[config.mk]
export PLATFORM = sky130hd
export DESIGN_NAME = fetch_stage_flat
export DESIGN_NICKNAME = d
export VERILOG_FILES = /design/src/rtl/riscv_pkg.sv /design/src/rtl/fetch_stage_if.sv /design/src/rtl/fetch_stage_pc_reg.sv /design/src/rtl/fetch_stage.sv /design/src/flat_wrapper.sv
export SDC_FILE = /design/constraint.sdc
export NUM_CORES = 1
export LEC_CHECK = 0
export BUFFER_PORTS_ARGS = -buffer_cell sky130_fd_sc_hd__buf_2
export CORE_AREA = 2 2 141 129
export DETAILED_ROUTE_END_ITERATION = 6
export DIE_AREA = 0 0 143 131
export PLACE_DENSITY_LB_ADDON = 0.1
export SLEW_MARGIN = 5
export SYNTH_ARGS = -nofsm -noshare
export SYNTH_HDL_FRONTEND = slang
export SYNTH_SLANG_ARGS = --single-unit
[constraint.sdc]
create_clock -name clk -period 2.5 [get_ports clk]
set_input_delay 0.125 -clock clk [delete_from_list [all_inputs] [get_ports clk]]
set_output_delay 0.125 -clock clk [all_outputs]
set_load 0.05 [all_outputs]
[src/rtl/riscv_pkg.sv]
// Shared RV64 pipeline types and constants for the instruction-fetch stage.
//   XLEN / ILEN   : address and instruction widths
//   NOP_INSTR     : addi x0,x0,0, used to fill an empty IF/ID slot
//   fetch_state_t : fetch FSM states
//   pc_sel_t      : next-PC mux select for fetch_pc_reg
//   ifid_t        : IF/ID pipeline register payload
package riscv_pkg;

   localparam int unsigned XLEN = 64;
   localparam int unsigned ILEN = 32;

   localparam logic [ILEN-1:0] NOP_INSTR = 32'h0000_0013;
   localparam logic [XLEN-1:0] PC_STEP   = 64'd4;

   typedef enum logic {
      RUN  = 1'b0,
      HALT = 1'b1
   } fetch_state_t;

   typedef enum logic [1:0] {
      PC_HOLD = 2'd0,
      PC_INC  = 2'd1,
      PC_LOAD = 2'd2
   } pc_sel_t;

   typedef struct packed {
      logic [XLEN-1:0] pc;
      logic [ILEN-1:0] instr;
      logic            valid;
   } ifid_t;

   localparam ifid_t IFID_FLUSH = '{pc: '0, instr: NOP_INSTR, valid: 1'b0};

   // Instructions are word aligned; drop the two low address bits.
   function automatic logic [XLEN-1:0] align_pc(input logic [XLEN-1:0] addr);
      return {addr[XLEN-1:2], 2'b00};
   endfunction

endpackage

[src/rtl/fetch_stage_if.sv]
// Fetch-stage bus bundle: hazard/branch control in, instruction memory port,
// and the IF/ID register plus status outputs.
//   master : control/memory/decode side (drives stall, branch, instruction)
//   slave  : fetch_stage itself
interface fetch_stage_if #(
   parameter int unsigned CNT_W = 32
);
   import riscv_pkg::*;

   logic             stall;
   logic             branch_taken;
   logic [XLEN-1:0]  branch_target;
   logic [XLEN-1:0]  inst_address;
   logic [ILEN-1:0]  instruction;
   logic [XLEN-1:0]  ifid_pc;
   logic [ILEN-1:0]  ifid_instruction;
   logic             ifid_valid;
   logic             halted;
   logic             misaligned_err;
   logic [CNT_W-1:0] fetch_count;

   modport master (
      output stall, branch_taken, branch_target, instruction,
      input  inst_address, ifid_pc, ifid_instruction, ifid_valid,
             halted, misaligned_err, fetch_count
   );

   modport slave (
      input  stall, branch_taken, branch_target, instruction,
      output inst_address, ifid_pc, ifid_instruction, ifid_valid,
             halted, misaligned_err, fetch_count
   );

endinterface

[src/rtl/fetch_stage_pc_reg.sv]
// Program counter register with next-PC mux.
//   clk, reset_n : clock, async active-low reset (loads RESET_PC)
//   pc_sel_i     : hold / pc+4 / load target
//   target_i     : already word-aligned redirect address
//   pc_o         : current PC
module fetch_pc_reg
   import riscv_pkg::*;
#(
   parameter logic [XLEN-1:0] RESET_PC = 64'h0
) (
   input  logic            clk,
   input  logic            reset_n,
   input  pc_sel_t         pc_sel_i,
   input  logic [XLEN-1:0] target_i,
   output logic [XLEN-1:0] pc_o
);

   logic [XLEN-1:0] pc_q;
   logic [XLEN-1:0] pc_d;

   // Next-PC mux; pc+4 wraps modulo 2^64.
   always_comb begin
      pc_d = pc_q;
      unique case (pc_sel_i)
         PC_INC:  pc_d = pc_q + PC_STEP;
         PC_LOAD: pc_d = target_i;
         default: pc_d = pc_q;
      endcase
   end

   always_ff @(posedge clk or negedge reset_n) begin
      if (!reset_n) pc_q <= RESET_PC;
      else          pc_q <= pc_d;
   end

   assign pc_o = pc_q;

endmodule

[src/rtl/fetch_stage.sv]
// Instruction-fetch stage: owns the PC, presents it to instruction memory,
// captures the returned word into IF/ID, and handles stall, branch redirect
// and end-of-image halt.
//   clk, reset_n : clock, async active-low reset
//   fif (slave)  : stall/branch in, inst_address/instruction memory port,
//                  ifid_* register, halted, misaligned_err, fetch_count
module fetch_stage
   import riscv_pkg::*;
#(
   parameter logic [XLEN-1:0] RESET_PC   = 64'h0,
   parameter int unsigned     PROG_BYTES = 88,
   parameter int unsigned     CNT_W      = 32
) (
   input  logic          clk,
   input  logic          reset_n,
   fetch_stage_if.slave  fif
);

   localparam logic [XLEN-1:0] PROG_END = XLEN'(PROG_BYTES);

   fetch_state_t     state_q, state_d;
   ifid_t            ifid_q, ifid_d;
   logic [CNT_W-1:0] cnt_q, cnt_d;
   logic             err_q, err_d;
   pc_sel_t          pc_sel;
   logic [XLEN-1:0]  pc;
   logic [XLEN-1:0]  target_aligned;
   logic             pc_at_end;

   assign target_aligned = align_pc(fif.branch_target);
   assign pc_at_end      = (pc >= PROG_END);

   fetch_pc_reg #(
      .RESET_PC (RESET_PC)
   ) u_pc_reg (
      .clk      (clk),
      .reset_n  (reset_n),
      .pc_sel_i (pc_sel),
      .target_i (target_aligned),
      .pc_o     (pc)
   );

   // State register.
   always_ff @(posedge clk or negedge reset_n) begin
      if (!reset_n) state_q <= RUN;
      else          state_q <= state_d;
   end

   // Next state: redirect > stall > halt-hold > run.
   always_comb begin
      state_d = state_q;
      if (fif.branch_taken) begin
         state_d = (target_aligned >= PROG_END) ? HALT : RUN;
      end else if (!fif.stall && state_q == RUN && pc_at_end) begin
         state_d = HALT;
      end
   end

   // Datapath controls and IF/ID/counter/error next values, same priority.
   always_comb begin
      pc_sel = PC_HOLD;
      ifid_d = ifid_q;
      cnt_d  = cnt_q;
      err_d  = err_q;
      if (fif.branch_taken) begin
         pc_sel = PC_LOAD;
         ifid_d = IFID_FLUSH;
         if (fif.branch_target[1:0] != 2'b00) err_d = 1'b1;
      end else if (!fif.stall) begin
         if (state_q == HALT || pc_at_end) begin
            ifid_d = IFID_FLUSH;
         end else begin
            pc_sel = PC_INC;
            ifid_d = '{pc: pc, instr: fif.instruction, valid: 1'b1};
            if (cnt_q != {CNT_W{1'b1}}) cnt_d = cnt_q + CNT_W'(1);
         end
      end
   end

   always_ff @(posedge clk or negedge reset_n) begin
      if (!reset_n) begin
         ifid_q <= IFID_FLUSH;
         cnt_q  <= '0;
         err_q  <= 1'b0;
      end else begin
         ifid_q <= ifid_d;
         cnt_q  <= cnt_d;
         err_q  <= err_d;
      end
   end

   assign fif.inst_address     = pc;
   assign fif.ifid_pc          = ifid_q.pc;
   assign fif.ifid_instruction = ifid_q.instr;
   assign fif.ifid_valid       = ifid_q.valid;
   assign fif.halted           = (state_q == HALT);
   assign fif.misaligned_err   = err_q;
   assign fif.fetch_count      = cnt_q;

endmodule

[src/flat_wrapper.sv]
// flat-port wrapper written by rule: the top's interface ports become plain ports
module fetch_stage_flat import riscv_pkg::*;
#(
   parameter logic [XLEN-1:0] RESET_PC   = 64'h0,
   parameter int unsigned     PROG_BYTES = 88,
   parameter int unsigned     CNT_W      = 32
)
  (clk, reset_n, fif_stall, fif_branch_taken, fif_branch_target, fif_instruction, fif_inst_address, fif_ifid_pc, fif_ifid_instruction, fif_ifid_valid, fif_halted, fif_misaligned_err, fif_fetch_count);
  fetch_stage_if #(.CNT_W(CNT_W)) fif_i ();
  input  logic clk;
  input  logic reset_n;
  input wire logic [$bits(fif_i.stall)-1:0] fif_stall;
  input wire logic [$bits(fif_i.branch_taken)-1:0] fif_branch_taken;
  input wire logic [$bits(fif_i.branch_target)-1:0] fif_branch_target;
  input wire logic [$bits(fif_i.instruction)-1:0] fif_instruction;
  output wire logic [$bits(fif_i.inst_address)-1:0] fif_inst_address;
  output wire logic [$bits(fif_i.ifid_pc)-1:0] fif_ifid_pc;
  output wire logic [$bits(fif_i.ifid_instruction)-1:0] fif_ifid_instruction;
  output wire logic [$bits(fif_i.ifid_valid)-1:0] fif_ifid_valid;
  output wire logic [$bits(fif_i.halted)-1:0] fif_halted;
  output wire logic [$bits(fif_i.misaligned_err)-1:0] fif_misaligned_err;
  output wire logic [$bits(fif_i.fetch_count)-1:0] fif_fetch_count;
  assign fif_i.stall = fif_stall;
  assign fif_i.branch_taken = fif_branch_taken;
  assign fif_i.branch_target = fif_branch_target;
  assign fif_i.instruction = fif_instruction;
  assign fif_inst_address = fif_i.inst_address;
  assign fif_ifid_pc = fif_i.ifid_pc;
  assign fif_ifid_instruction = fif_i.ifid_instruction;
  assign fif_ifid_valid = fif_i.ifid_valid;
  assign fif_halted = fif_i.halted;
  assign fif_misaligned_err = fif_i.misaligned_err;
  assign fif_fetch_count = fif_i.fetch_count;
  fetch_stage #(.RESET_PC(RESET_PC), .PROG_BYTES(PROG_BYTES), .CNT_W(CNT_W)) u_core (.clk(clk), .reset_n(reset_n), .fif(fif_i));
endmodule
==> results.toml <==
[global_route]
grt_use_total = 0.2313
use_met3 = 0.07726
gr-usage-met2 = 0.3749
use_met1 = 0.2919
antenna_found_initial = 0
grt_pass1_vias = 6439
overflow = 0
grt_pass1_wl_microns = 33640
grt_max_degree = 97
grt_busiest_layer = "met2"

[power_and_ir_drop]
comb_power_share = 0.142
p_seq_frac = 0.476
swShare = 0.2889
power_mw = 6.913
clkPwrFrac = 0.382
leakage_nw = 5.537
intPower_mw = 4.916
p_sw_mw = 1.997
ir_worst_vdd_mv = 0.4827
powerDensity_nw_per_um2 = 632.0

[clock_tree]
cts_buffer_depth = 2
postCtsSetupBuffers = 0
cts.sinks = 192
cts-root-buf = "clkbuf_16"
cts_tree = "built"
cts-htree-levels = 4
clk_pin_slew_ns = 0.07
clk_latency_ns = 0.43
cts_buffers = 17
cts_resized = 0

[yosys]
async_flop_share = 1.000
ys_seq_elements = 192
yosysSeqAreaShare = 0.6301
synth_area_sq_um = 7631
synth_commonest_cells = "dfrtp_1 (189), and2_1 (60), mux2_2 (58)"
ys.warnings.count = 0
ys_top_cells_by_area = "dfrtp_1 (62%), mux2_2 (8.6%), and2_1 (4.9%), a22o_1 (3.8%), xnor2_1 (2.8%)"
synth_cells = 583
yosysTopAreaCellShare = 0.6198
synthFlopType = "dfrtp_1"
ys_types = 40
yosys.area.top_type = "dfrtp_1"
yosys.cell_count.top_type = "dfrtp_1"
syn_area_per_cell_sq_um = 13.09
synth_edf_count = 0

[detailed_routing]
via_per_inst = 5.041
wirelength_microns = 21800
drc = 0
vias = 6206
drtPass1Iterations = 5
antenna_left = 0
dr.first_iter.drc_count = 357
wl_per_cell_microns = 17.71

[timing]
period_share = 0.9207
rsz0062_at_grt = "no"
report.final.hold_viol_count = 0
setup_viol = 0
fmax_ghz = 0.4345
period_minus_slack_ns = 2.302
fin_skew_ns = 0.01360
slew_headroom = 0.4484
final-max-slew-violation-count = 0
tns_ns = 0
tightestPinTransition_ns = 0.8274

[worst_setup_path]
critPathKind = "flop to flop"
critPathCaptureType = "flop"
crit_path_max_fanout = 5
cp.arrival_ns = 2.61
crit_required_ns = 2.81
start_kind = "flop"

[finish]
fin_cells = 1231
area_delta_synth_final_pct = 43.35
n_antenna_cell = 0
fin_nets = 1081
drive_above_1_share = 0.4178
num-fill-cells = 1342

[job]
cap_viol_max_count = 0

[place]
place_inst = 1103
gp_congestion = 0.8717
dpl.hpwl_microns = 15370
port-buffer-count = 292

[floorplan]
die_area_sq_um = 18730
core_area_sq_um = 17320
placement_rows = 46
die_x_microns = 143
ios = 295
die_height_microns = 131
start_util = 0.4405

[worst_hold_path]
hold_path.class = "primary input to flop"

[outcome]
status = "completed"
==> state kept, by name (all words and copies together), names as in the netlist <==
| register | flops |
|---|---|
| u_core.fif.fetch_count | 32 |
| u_core.u_pc_reg.pc_o | 62 |
| u_core.fif.ifid_valid | 1 |
| u_core.fif.ifid_instruction | 32 |
| u_core.fif.misaligned_err | 1 |
| u_core.fif.halted | 1 |
| u_core.fif.ifid_pc | 63 |
==> path summary, 6_finish.rpt <==
path                                          start  cells past startpoint  slack [ns]                        endpoint
min in group asynchronous                   reset_n                      2        0.29      u_core.fif.fetch_count[27]
max reg2reg                u_core.u_pc_reg.pc_o[39]                      6        0.20      u_core.fif.fetch_count[17]
min reg2reg                   u_core.fif.ifid_valid                      2        0.47           u_core.fif.ifid_valid
max in group asynchronous                   reset_n                      3        1.33          u_core.fif.ifid_pc[32]
min                                       fif_stall                      4        0.09  u_core.fif.ifid_instruction[4]
max                        u_core.u_pc_reg.pc_o[39]                      6        0.20      u_core.fif.fetch_count[17]
==> what timing repair did <==
| action | CTS | global route |
|---|---|---|
| hold buffers | 96 | 0 |
| hold endpoints to repair | 176 | 0 |
| setup endpoints to repair | 0 | 0 |
==> cell usage in the layout (no fill, tap or decap), drive strengths merged, types with 13 or more instances in the layout <==
cell / instances
clkbuf: 21
buf: 309
mux2: 58
nor3: 13
nor4: 31
dlygate4sd3: 96
xnor2: 25
nor2: 22
a22o: 33
nand4: 27
nand2: 17
nand3: 21
and2: 60
dfrtp: 189
==> through the flow <==
step                      hold slack, ns  setup WS [ns]  area [sq um]  utilization
after CTS                        0.05162         0.1549         10940       0.6314
after detailed placement          0.2292         0.1683          9405       0.5429
after floorplan                  -0.1706        0.09435          7635            -
final                            0.08902         0.1983         10940       0.6314
after global placement            0.2126         0.2420          9405       0.5429
after global routing             0.07713        0.03956         10940       0.6314
==> cells by family after synthesis <==
| group | share of synthesized area |
|---|---|
| compound gates | 0.04919 |
| mux | 0.08559 |
| fa+ha+maj | 0.004919 |
| flops | 0.6301 |
| xor+xnor | 0.04001 |
| simple gates | 0.1668 |
| other cells | 0.0004914 |
| buf+inv | 0.02295 |
==> worst max-delay path, cell delays in order, from the launching register on <==
cell	delay, ns
dfrtp_1	0.39
nor4_1	0.35
nand4_1	0.24
nor2_1	0.28
nand4b_1	0.20
or4_4	0.59
xnor2_2	0.14
==> cell type report <==
cell class / instances / area, sq um / area share
clock buffer: 20 / 456.7 / 0.04175
tap: 240 / 300.3 / 0.02745
sequential: 192 / 4808 / 0.4396
clock inverter: 12 / 116.4 / 0.01064
inverter: 5 / 18.77 / 0.001716
timing repair buffer: 406 / 2579 / 0.2357
multi-input combinational: 356 / 2660 / 0.2432
==> power groups by stage <==
| stage | clock [mW] | sequential (mW) | combinational, mW |
|---|---|---|---|
| finish | 2.64 | 3.29 | 0.981 |
| global route | 2.85 | 3.31 | 1.04 |
| CTS | 2.70 | 3.29 | 0.980 |
| detailed placement | 0 | 3.35 | 0.862 |
| global placement | 0 | 3.34 | 0.855 |
| floorplan | 0 | 3.69 | 0.173 |
==> layer usage <==
| metal | vias up | routed length, microns |
|---|---|---|
| met4 | 0 | 567 |
| met5 | - | 0 |
| li1 | 2868 | - |
| met3 | 43 | 1454 |
| met2 | 237 | 10490 |
| met1 | 3058 | 9288 |
Power figures use the tool's default switching activity.
